<file path="config.mk">
export PLATFORM = sky130hd
export DESIGN_NAME = result_uart_tx
export DESIGN_NICKNAME = d
export VERILOG_FILES = /design/src/rtl/result_uart_tx.sv
export SDC_FILE = /design/constraint.sdc
export NUM_CORES = 1
export LEC_CHECK = 0
export ABC_AREA = 1
export BUFFER_PORTS_ARGS = -buffer_cell sky130_fd_sc_hd__buf_2
export CORE_MARGIN = 2
export CORE_UTILIZATION = 50
export DETAILED_ROUTE_END_ITERATION = 8
export GPL_TIMING_DRIVEN = 0
export PLACE_DENSITY = 0.83
export RECOVER_POWER = 100
export SLEW_MARGIN = 10
export SYNTH_ARGS = -nofsm -noshare
export SYNTH_HDL_FRONTEND = slang
export SYNTH_SLANG_ARGS = --single-unit
export TNS_END_PERCENT = 100
</file>
<file path="constraint.sdc">
create_clock -name clock -period 1.95 [get_ports clock]
set_input_delay 0.2925 -clock clock [delete_from_list [all_inputs] [get_ports clock]]
set_output_delay 0.2925 -clock clock [all_outputs]
set_load 0.03 [all_outputs]
</file>
<file path="src/rtl/result_uart_tx.sv">
// UART transmitter that serialises one DATA_W-bit result word as DATA_W/8 8N1 frames,
// most-significant byte first, least-significant bit first within each byte.
module result_uart_tx #(
    parameter int DATA_W       = 256,
    parameter int CLKS_PER_BIT = 868
) (
    input  logic              clock,
    input  logic              reset,
    input  logic              en_Tx,
    input  logic              in_valid,
    input  logic [DATA_W-1:0] Q,
    output logic              busy,
    output logic              done,
    output logic              Tx
);

    localparam int NBYTES = DATA_W / 8;
    localparam int BYTE_W = $clog2(NBYTES + 1);
    localparam int BAUD_W = (CLKS_PER_BIT > 1) ? $clog2(CLKS_PER_BIT) : 1;
    localparam logic [BAUD_W-1:0] BAUD_LAST = BAUD_W'(CLKS_PER_BIT - 1);
    localparam logic [BYTE_W-1:0] BYTE_LAST = BYTE_W'(NBYTES - 1);

    typedef enum logic [1:0] {
        S_IDLE  = 2'd0,
        S_START = 2'd1,
        S_DATA  = 2'd2,
        S_STOP  = 2'd3
    } state_t;

    state_t              state_r, state_s;
    logic [BAUD_W-1:0]   baud_r, baud_s;
    logic [2:0]          bit_r, bit_s;
    logic [BYTE_W-1:0]   byte_idx_r, byte_idx_s;
    logic [DATA_W-1:0]   shift_r, shift_s;
    logic                tx_r, tx_s;
    logic                busy_r, busy_s;
    logic                done_r, done_s;

    logic                load_s;
    logic                bit_end_s;
    logic [7:0]          byte_s;
    logic [2:0]          bit_inc_s;

    assign load_s    = in_valid && en_Tx && !busy_r;
    assign bit_end_s = (baud_r == BAUD_LAST);
    // The byte on the wire always sits in the top 8 bits of the shift register.
    assign byte_s    = shift_r[DATA_W-1 -: 8];
    assign bit_inc_s = bit_r + 3'd1;

    // Next-state and next-output logic; line value is computed one cycle ahead so Tx is a flop.
    always_comb begin
        state_s    = state_r;
        baud_s     = baud_r;
        bit_s      = bit_r;
        byte_idx_s = byte_idx_r;
        shift_s    = shift_r;
        tx_s       = tx_r;
        busy_s     = busy_r;
        done_s     = 1'b0;
        case (state_r)
            S_IDLE: begin
                if (load_s) begin
                    state_s    = S_START;
                    shift_s    = Q;
                    baud_s     = {BAUD_W{1'b0}};
                    bit_s      = 3'd0;
                    byte_idx_s = {BYTE_W{1'b0}};
                    tx_s       = 1'b0;
                    busy_s     = 1'b1;
                end else begin
                    tx_s   = 1'b1;
                    busy_s = 1'b0;
                end
            end
            S_START: begin
                if (bit_end_s) begin
                    state_s = S_DATA;
                    baud_s  = {BAUD_W{1'b0}};
                    bit_s   = 3'd0;
                    tx_s    = byte_s[0];
                end else begin
                    baud_s = baud_r + BAUD_W'(1);
                end
            end
            S_DATA: begin
                if (!bit_end_s) begin
                    baud_s = baud_r + BAUD_W'(1);
                end else if (bit_r == 3'd7) begin
                    state_s = S_STOP;
                    baud_s  = {BAUD_W{1'b0}};
                    bit_s   = 3'd0;
                    tx_s    = 1'b1;
                end else begin
                    baud_s = {BAUD_W{1'b0}};
                    bit_s  = bit_inc_s;
                    tx_s   = byte_s[bit_inc_s];
                end
            end
            S_STOP: begin
                if (!bit_end_s) begin
                    baud_s = baud_r + BAUD_W'(1);
                end else if (byte_idx_r == BYTE_LAST) begin
                    state_s = S_IDLE;
                    baud_s  = {BAUD_W{1'b0}};
                    tx_s    = 1'b1;
                    busy_s  = 1'b0;
                    done_s  = 1'b1;
                end else begin
                    // Next start bit follows the stop bit with no idle gap.
                    state_s    = S_START;
                    baud_s     = {BAUD_W{1'b0}};
                    byte_idx_s = byte_idx_r + BYTE_W'(1);
                    shift_s    = shift_r << 4'd8;
                    tx_s       = 1'b0;
                end
            end
            default: begin
                state_s    = S_IDLE;
                baud_s     = {BAUD_W{1'b0}};
                bit_s      = 3'd0;
                byte_idx_s = {BYTE_W{1'b0}};
                tx_s       = 1'b1;
                busy_s     = 1'b0;
            end
        endcase
    end

    // State, counters, shift register and registered outputs.
    always_ff @(posedge clock or negedge reset) begin
        if (!reset) begin
            state_r    <= S_IDLE;
            baud_r     <= {BAUD_W{1'b0}};
            bit_r      <= 3'd0;
            byte_idx_r <= {BYTE_W{1'b0}};
            shift_r    <= {DATA_W{1'b0}};
            tx_r       <= 1'b1;
            busy_r     <= 1'b0;
            done_r     <= 1'b0;
        end else begin
            state_r    <= state_s;
            baud_r     <= baud_s;
            bit_r      <= bit_s;
            byte_idx_r <= byte_idx_s;
            shift_r    <= shift_s;
            tx_r       <= tx_s;
            busy_r     <= busy_s;
            done_r     <= done_s;
        end
    end

    assign busy = busy_r;
    assign done = done_r;
    assign Tx   = tx_r;

endmodule

</file>
==> flow_summary.json, run 1 <==
{
  "area_growth_pct": 23.29,
  "critPathBufInv": 4,
  "finClkSkew_ns": 0.008260,
  "cts_tree": "yes",
  "yosys_warnings": 0,
  "setup-violations-final": 0,
  "start_util_pct": 50.82,
  "finalWirelength_um": 34780,
  "numCtsBuffers": 30,
  "synthesis.area_um2": 13210,
  "grt_pass1_vias": 10931,
  "place_area_um2": 15000,
  "worst_pin_slew_ns": 1.016,
  "holdCritPathClass": "in2reg",
  "outcome": "finished clean",
  "worst_path_max_delay_cell": "dfrtp_1",
  "dr.first_iter.drc_count": 749,
  "maxCapViolCount": 0,
  "io_buffers": 262,
  "ir_worst_vdd_v": 0.0009648,
  "worstSetupPathType": "reg2reg",
  "clk_path_buf_depth": 3,
  "root_buffer": "clkbuf_16",
  "nets": 1896,
  "grt_pass1_wl_um": 55450,
  "final-seq-area_um2": 7010,
  "fin_crit_ns": 1.911,
  "h-tree-depth": 1,
  "num_io_pins": 263,
  "slowest_delay_ns": 0.42,
  "critPathCaptureType": "flip-flop",
  "start_kind": "flip-flop",
  "die_h_um": 166.5,
  "ant_nets": 0,
  "fp.dieW_um": 166.5,
  "max_freq_ghz": 0.5234,
  "report.final.slew_viol_count": 0,
  "core_region_area_um2": 25980,
  "tns_ns": 0,
  "postSynthCellCount": 1313,
  "hold_slack_ns": 0.02452,
  "multi_input_area_um2": 5549,
  "stdcell_area_um2": 16280,
  "overflow": 0,
  "grt_max_degree": 115,
  "synthDistinctLibCells": 28,
  "crit_family": "buffers and inverters",
  "syn_nets": 1582,
  "fin_crit_sh_pct": 97.98,
  "wl_per_cell_um": 17.35,
  "route.vias.total": 10731,
  "track_usage_pct": 24.47,
  "cp.required_ns": 2.38,
  "clock-sinks": 280,
  "drive_above_1_share_pct": 25.33,
  "hold_viol": 0,
  "worstPathMaxFanout": 10,
  "gp_congestion": 0.8896,
  "cp.arrival_ns": 2.34,
  "vias_per_cell": 5.355,
  "crit_chain": "ha_1 -> buf_4 -> o21ai_1 -> nand3_2 -> buf_8 -> buf_6 -> buf_4 -> nand2_1 -> o21ai_1",
  "fillers": 2102,
  "floorplan.die_area_um2": 27730,
  "maxSlewHeadroom_pct": 32.28,
  "rsz0062_at_grt": "yes",
  "syn_area_per_cell_um2": 10.06,
  "ys_ff_latch": 280,
  "insertion_delay_ns": 0.55,
  "power.density_nw_per_um2": 1727,
  "hpwlAfterDp_um": 24940,
  "drt-pass1-iter-count": 5,
  "drc": 0,
  "cts.reportedPaths.clkPinSlew_ns": 0.06,
  "antenna_found_initial": 24,
  "fp-row-count": 59,
  "yosysSeqAreaShare_pct": 53.06,
  "p_leak_nw": 7.619
}
per-layer routing:
layer	vias to the layer above	track usage (%)	share of wire, %
met5	-	0	0.20
met4	10	10.53	3.8
met3	106	5.585	6.7
met2	367	39.20	47
met1	5120	32.16	42
li1	5128	-	-
sequential cells by signal, summed over array words and instances, names as in the netlist:
| name | count |
|---|---|
| bit_r | 3 |
| byte_idx_r | 6 |
| baud_r | 10 |
| shift_r | 256 |
| Tx | 1 |
| state_r | 2 |
| done | 1 |
| busy | 1 |
cells by family (layout without fill, tap and decap cells):
group / count (synthesis) / after routing / synth area share (%)
simple gates: 370 / 370 / 11.06
compound gates: 282 / 282 / 10.78
flops: 280 / 280 / 53.06
mux: 248 / 248 / 18.80
buf+inv: 120 / 457 / 5.182
fa+ha+maj: 9 / 9 / 0.8527
xor+xnor: 4 / 4 / 0.2653
other cells: 0 / 19 / 0
synth_stat cells (all sizes together):
| library cell | count | area share [%] |
|---|---|---|
| nand3 | 27 | 1.1 |
| clkbuf | 30 | 0.85 |
| a22o | 1 | 0.066 |
| nor2 | 11 | 0.31 |
| buf | 56 | 3.4 |
| o211ai | 1 | 0.057 |
| o21ai | 275 | 10 |
| o22ai | 2 | 0.095 |
| nand4 | 2 | 0.095 |
| xor2 | 3 | 0.20 |
| dfstp | 1 | 0.20 |
| mux2i | 248 | 19 |
| nand3b | 1 | 0.057 |
| or2 | 2 | 0.095 |
| ha | 9 | 0.85 |
| nand2 | 324 | 9.2 |
| a21oi | 3 | 0.11 |
| xnor2 | 1 | 0.066 |
| dfrtp | 279 | 53 |
| nor3 | 3 | 0.15 |
| inv | 34 | 0.97 |
path summary, 6_finish.rpt:
path | slack (ns) | depth (start not counted) | startpoint | endpoint
max in group asynchronous | 0.39 | 3 | reset | shift_r[101]
min in group asynchronous | 0.45 | 2 | reset | baud_r[2]
min | 0.02 | 3 | Q[67] | shift_r[67]
min reg2reg | 0.47 | 2 | Tx | Tx
max reg2reg | 0.04 | 9 | state_r[0] | shift_r[171]
max | 0.04 | 9 | state_r[0] | shift_r[171]
repair_timing:
item                                    4_1_cts  5_1_grt
gates resized for setup                      47       23
pin swaps                                     0        3
buffers inserted                              2        7
endpoints found under the setup margin      260      259
hold buffers                                  9        0
endpoints found under the hold margin        74        0
area by class of cell:
| cell class | count | share of cell area [%] |
|---|---|---|
| inverter | 34 | 0.7838 |
| clock inverter | 5 | 0.1691 |
| sequential | 280 | 43.06 |
| buffer | 86 | 3.973 |
| clock buffer | 50 | 5.694 |
| antenna | 19 | 0.2920 |
| tap | 335 | 2.574 |
| timing repair buffer | 282 | 9.375 |
| multi-input combinational | 913 | 34.08 |
cell usage in the layout, fill, tap and decap left out, drive strengths merged, types with 2 or more instances in the layout:
master / count
clkinv: 4
diode: 19
xor2: 3
inv: 34
nor2: 11
nor3: 3
o21ai: 275
clkbuf: 79
ha: 9
mux2i: 248
nand4: 2
or2: 2
dfrtp: 279
nand2: 324
o22ai: 2
dlygate4sd3: 9
buf: 330
a21oi: 3
nand3: 27
power by group:
part | switching [mW] | total (mW) | internal (mW)
logic | 7.12 | 12.3 | 5.14
registers | 1.71 | 10.4 | 8.65
clock network | 2.29 | 5.50 | 3.21
total | 11.1 | 28.1 | 17.0
per-stage QoR:
step	power, mW	instances	util, %	worst slack, ns
global placement	21.44	1910	57.48	-4.478
detailed placement	22.14	1912	57.73	-0.2960
global route	30.14	1997	62.59	-0.04454
CTS	28.00	1978	62.11	0.004473
floorplan	18.83	1313	-	0.2254
finish	28.12	2004	62.66	0.03933
worst reg2reg max path, delay by kind of cell (launching register included):
kind | cells | cell delay (ns)
AO/OA/AOI/OAI | 2 | 0.24
adder cells (fa/ha/maj) | 1 | 0.22
buffers and inverters | 4 | 0.68
flip-flops | 1 | 0.42
AND/OR/NAND/NOR | 2 | 0.23
(Power assumes the default switching activity.)
==> run 2: changes to the inputs <==
CORE_UTILIZATION = 55   (was 50)
PLACE_DENSITY = 0.89   (was 0.83)
==> run 2 against run 1 <==
Effect of this change: cell area is essentially flat; total power increased by 0.94%; core utilization increased by 6.5 points; sequential cell count did not move; first-iteration DRC count up 15%; critical path type unchanged; critical endpoint is now shift_r[179]; largest cell class unchanged; largest power group unchanged.
==> flow_summary.json, run 2 (same netlist as run 1, synthesis figures left out) <==
{
  "drc": 0,
  "hold_viol": 0,
  "insertion_delay_ns": 0.56,
  "crit_family": "buffers and inverters",
  "fp.dieW_um": 159.0,
  "max_freq_ghz": 0.5262,
  "dp_slack_ns": -0.3163,
  "drt-pass1-iter-count": 5,
  "vias_per_cell": 5.442,
  "ant_nets": 0,
  "grt_pass1_wl_um": 56280,
  "start_kind": "flip-flop",
  "cts.reportedPaths.clkPinSlew_ns": 0.06,
  "nets": 1895,
  "fin_ws_ns": 0.04968,
  "cts_tree": "yes",
  "clock-sinks": 280,
  "worst_pin_slew_ns": 0.7529,
  "reg_top3": "shift_r: 256 flops, baud_r: 10 flops, byte_idx_r: 6 flops",
  "fp-row-count": 56,
  "num_io_pins": 263,
  "power_frac_clock_pct": 20.3,
  "crit_chain": "ha_2 -> nand3_2 -> o21ai_4 -> o21ai_2 -> nand3_4 -> buf_8 -> buf_6 -> buf_4 -> nand2_1 -> o21ai_1",
  "largest_reg_flops": 256,
  "ir_worst_vdd_v": 0.0009162,
  "worst_path_max_delay_cell": "dfrtp_2",
  "regMostFlops": "shift_r",
  "p_switching_mw": 11.19,
  "holdCritPathClass": "in2reg",
  "grt_max_degree": 114,
  "critPathCaptureType": "flip-flop",
  "r2r_start": "byte_idx_r[0]",
  "grt_pass1_vias": 11314,
  "p_int_mw": 17.19,
  "rrSetupSlack_ns": 0.05,
  "numCtsBuffers": 30,
  "final_cell_mix": "322 x nand2_1, 281 x buf_2, 277 x dfrtp_1, 263 x o21ai_1, 248 x mux2i_1",
  "dr.first_iter.drc_count": 860,
  "floorplan.die_area_um2": 25270,
  "hp-start": "Q[237]",
  "outcome": "finished clean",
  "root_buffer": "clkbuf_16",
  "finalWirelength_um": 34970,
  "track_usage_pct": 27.23,
  "worstPathMaxFanout": 10,
  "drive_above_1_share_pct": 25.53,
  "io_buffers": 262,
  "min_path_cells": 3,
  "reg2reg_to": "shift_r[179]",
  "overflow": 0,
  "cp.arrival_ns": 2.37,
  "p_leak_nw": 7.633,
  "worstSetupPathType": "reg2reg",
  "cp.required_ns": 2.42,
  "setup-violations-final": 0,
  "clk_path_buf_depth": 3,
  "fin_crit_sh_pct": 97.45,
  "die_h_um": 159.0,
  "rsz0062_at_grt": "yes",
  "h-tree-depth": 1,
  "total_power_mw": 28.39,
  "wl_per_cell_um": 17.62,
  "layout_commonest_cell": "nand2_1",
  "finClkSkew_ns": 0.01313,
  "report.final.slew_viol_count": 0,
  "seqPwrFrac_pct": 36.5,
  "slowest_delay_ns": 0.41,
  "combPwrFrac_pct": 43.2,
  "route.vias.total": 10802,
  "ff2ff_path_depth": 10,
  "fin_crit_ns": 1.900,
  "power.density_nw_per_um2": 1742,
  "antenna_found_initial": 22,
  "swShare_pct": 39.43,
  "critPathBufInv": 3,
  "start_util_pct": 56.10,
  "core_region_area_um2": 23540,
  "area_growth_pct": 23.36,
  "maxSlewHeadroom_pct": 49.80,
  "holdPathEnd": "shift_r[237]",
  "hpwlAfterDp_um": 24810,
  "gp_congestion": 0.8715,
  "maxCapViolCount": 0,
  "utilization_pct": 69.20
}
==> run 2: changes by cell type in the layout (fill, tap and decap cells not counted), moves of 2 or more <==
cell | previous run | this run
buf_2 | 286 | 281
bufinv_16 | 0 | 3
clkbuf_1 | 12 | 10
clkbuf_2 | 19 | 24
clkbuf_4 | 9 | 7
clkbuf_8 | 8 | 3
clkinv_2 | 4 | 8
diode_2 | 19 | 17
==> run 2: stage by stage <==
stage,setup TNS [ns],area [um^2],hold WS (ns),instances
final,0,16290,0.02019,1985
after global placement,-1270.84,14920,0.4543,1894
after floorplan,0,13210,-0.003091,1313
after detailed placement,-45.42,14980,0.3971,1896
after global routing,-0.2337,16280,0.01659,1979
after CTS,0,16160,0.004847,1962
==> run 2: timing repair <==
action                                  4_1_cts  5_1_grt
resized for setup                            45       24
pin swaps                                     1        2
setup buffers                                 2        6
hold buffers                                  9        0
endpoints found under the setup margin      260      265
endpoints found under the hold margin       103        0
==> run 2: worst max path at each step <==
stage                   from      endpoint  slack (ns)  cells past startpoint
6_report       byte_idx_r[0]  shift_r[179]        0.05                     10
2_1_floorplan      baud_r[0]  shift_r[159]        0.23                     11
5_1_grt        byte_idx_r[0]  shift_r[174]       -0.03                     10
3_3_place_gp           reset   shift_r[86]       -4.46                      1
4_1_cts        byte_idx_r[0]  shift_r[130]       0.002                     10
3_5_place_dp   byte_idx_r[0]  shift_r[178]       -0.32                      8
==> run 2: worst register-to-register path, delay by kind of cell (launching register included) <==
kind	cells	cell delay [ns]
fa+ha+maj	1	0.23
buf+inv	3	0.48
compound gates	3	0.39
flops	1	0.41
simple gates	3	0.30
==> run 2: power by group through the flow <==
stage / Combinational [mW] / Sequential (mW) / Clock (mW)
3_5_place_dp: 11.7 / 10.4 / 0
6_report: 12.3 / 10.4 / 5.77
5_1_grt: 13.7 / 10.6 / 6.06
2_1_floorplan: 9.01 / 9.82 / 0
4_1_cts: 12.0 / 10.3 / 5.81
3_3_place_gp: 11.2 / 10.2 / 0
==> run 2: area by class of cell <==
cell class | instances | area [um^2]
fill | 1732 | 7251
sequential | 280 | 7010
multi-input combinational | 913 | 5565
timing repair buffer | 281 | 1509
clock buffer | 42 | 847.1
buffer | 86 | 644.4
tap | 319 | 399.1
clock inverter | 13 | 146.4
inverter | 34 | 127.6
antenna | 17 | 42.54
==> run 2: per-layer routing <==
metal	routed length, um	up-vias	part of all wire, %	global-route usage, %
met5	61	-	0.17	0
met4	1607	10	4.6	12.07
met3	2202	116	6.3	5.444
met2	16690	386	48	45.22
met1	14400	5166	41	34.93
li1	-	5124	-	-
==> run 3: changes to the inputs <==
CORE_UTILIZATION = 50   (was 55)
PLACE_DENSITY = 0.85   (was 0.89)
TNS_END_PERCENT = 5   (was 100)
clock period = 1.7 ns   (was 1.95 ns; I/O delays follow)
==> run 3 against run 2 <==
Effect of this change: the flow now finishes with violations (setup timing); total power increased by 25%; critical path depth is 4 lower; sequential cell count is the same; first-iteration DRC count rose by 15%; largest power group unchanged; highest routed layer unchanged; fmax rose by 0.22%; combinational power increased by 37%; global-route usage rose by 0.89 points; sequential share of layout area shrank 4.6 points.
==> flow_summary.json, run 3 (same netlist as run 1, synthesis figures left out) <==
{
  "worstSetupPathType": "reg2reg",
  "hold_viol": 0,
  "h-tree-depth": 1,
  "start_util_pct": 50.82,
  "path_common_cell": "buf_4",
  "crit_start": "state_r[0]",
  "start_kind": "flip-flop",
  "insertion_delay_ns": 0.56,
  "finClkSkew_ns": 0.01344,
  "fp-row-count": 59,
  "total_power_mw": 35.61,
  "vias_per_cell": 5.535,
  "reg_top3": "shift_r: 256 flops, baud_r: 10 flops, byte_idx_r: 6 flops",
  "drt-pass1-iter-count": 5,
  "cp.depth": 6,
  "slowest_delay_ns": 0.39,
  "cts.reportedPaths.clkPinSlew_ns": 0.07,
  "layout_commonest_cell": "nand2_1",
  "fin_cells": 2136,
  "grt_pass1_vias": 12440,
  "ir_worst_vdd_v": 0.001314,
  "place_area_um2": 15010,
  "finalWirelength_um": 40980,
  "maxCapViolCount": 0,
  "hold_slack_ns": 0.005012,
  "drive_above_1_share_pct": 29.31,
  "fin_crit_sh_pct": 111.5,
  "fp.dieW_um": 166.5,
  "final_cell_mix": "285 x nand2_1, 276 x dfrtp_1, 261 x buf_2, 244 x mux2i_1, 230 x o21ai_1",
  "rsz0062_at_grt": "yes",
  "wl_per_cell_um": 19.19,
  "max_freq_ghz": 0.5274,
  "drc": 0,
  "grt_pass1_wl_um": 63600,
  "crit_family": "buffers and inverters",
  "nets": 2035,
  "outcome": "complete, but fails checks",
  "floorplan.die_area_um2": 27730,
  "dp_slack_ns": -0.5453,
  "violations": "setup timing",
  "min_path_cells": 3,
  "hpwlAfterDp_um": 24990,
  "io_buffers": 262,
  "fin_ws_ns": -0.1962,
  "cts_tree": "yes",
  "core_region_area_um2": 25980,
  "numCtsBuffers": 31,
  "worst_pin_slew_ns": 0.7212,
  "maxSlewHeadroom_pct": 51.92,
  "clock-sinks": 280,
  "crit_chain": "ha_2 -> buf_6 -> buf_4 -> buf_4 -> mux2i_1 -> o21ai_2",
  "num_io_pins": 263,
  "area_growth_pct": 38.20,
  "fin_crit_ns": 1.896,
  "cp.required_ns": 2.13,
  "p_leak_nw": 8.433,
  "hp-start": "Q[114]",
  "place_inst": 1912,
  "regMostFlops": "shift_r",
  "largest_reg_flops": 256,
  "critPathBufInv": 3,
  "ff2ff_path_depth": 6,
  "clk_path_buf_depth": 3,
  "tns_ns": -10.69,
  "setup-violations-final": 244,
  "gp_congestion": 0.8680,
  "antenna_found_initial": 12,
  "holdCritPathClass": "in2reg",
  "power.density_nw_per_um2": 1951,
  "critPathCaptureType": "flip-flop",
  "cp.arrival_ns": 2.32,
  "r2r_start": "state_r[0]",
  "root_buffer": "clkbuf_16",
  "utilization_pct": 70.24,
  "ant_nets": 0,
  "dr.first_iter.drc_count": 993,
  "worst_path_max_delay_cell": "dfrtp_1",
  "route.vias.total": 11823,
  "die_h_um": 166.5,
  "grt_max_degree": 99,
  "report.final.slew_viol_count": 0,
  "stdcell_area_um2": 18250,
  "worstPathMaxFanout": 10,
  "track_usage_pct": 28.11,
  "overflow": 0
}
[run 3: cell types whose count changed in the layout (fill, tap and decap cells not counted), sizes merged, moves of 2 or more]
cell         before  now
diode            17   10
clkbuf           75   63
clkinvlp          1    3
dlygate4sd3       9  131
buf             325  353
[run 3: layer usage]
layer	share of wire (%)	global-route usage, %
met1	39	34.95
met2	49	49.01
met3	6.4	4.729
met4	5.0	11.21
met5	0.059	0
[run 3: layout make-up]
type / count / area, um^2
multi-input cells: 913 / 5852
repair buffers: 420 / 2935
fillers: 1726 / 7734
flip-flops and latches: 280 / 7012
clock buffers: 42 / 867.1
inverters: 34 / 130.1
clock inverters: 16 / 145.1
well taps: 335 / 419.2
plain buffers: 86 / 865.8
diodes: 10 / 25.02
[run 3: final timing paths]
kind | endpoint | slack [ns]
hold / removal | shift_r[114] | 0.005
setup / recovery | shift_r[68] | -0.20
setup reg to reg | shift_r[68] | -0.20
hold reg to reg | Tx | 0.47
max in group asynchronous | shift_r[104] | 0.46
min in group asynchronous | baud_r[2] | 0.31
[run 3: worst register-to-register path: cells and delay by family (launching register included)]
kind | cells | cell delay, ns
mux | 1 | 0.37
fa+ha+maj | 1 | 0.19
compound gates | 1 | 0.13
flops | 1 | 0.39
buf+inv | 3 | 0.68
[run 3: power by group]
group	total [mW]	internal, mW	switching (mW)
clock	6.67	3.88	2.79
combinational	16.8	7.48	9.37
sequential	12.1	9.93	2.17
[run 3: what timing repair did]
item	4_1_cts	5_1_grt
pin swaps	6	2
endpoints found under the setup margin	265	269
gates resized for setup	123	109
endpoints found under the hold margin	217	1
setup buffers	18	4
hold buffers	130	1
gates cloned	1	2
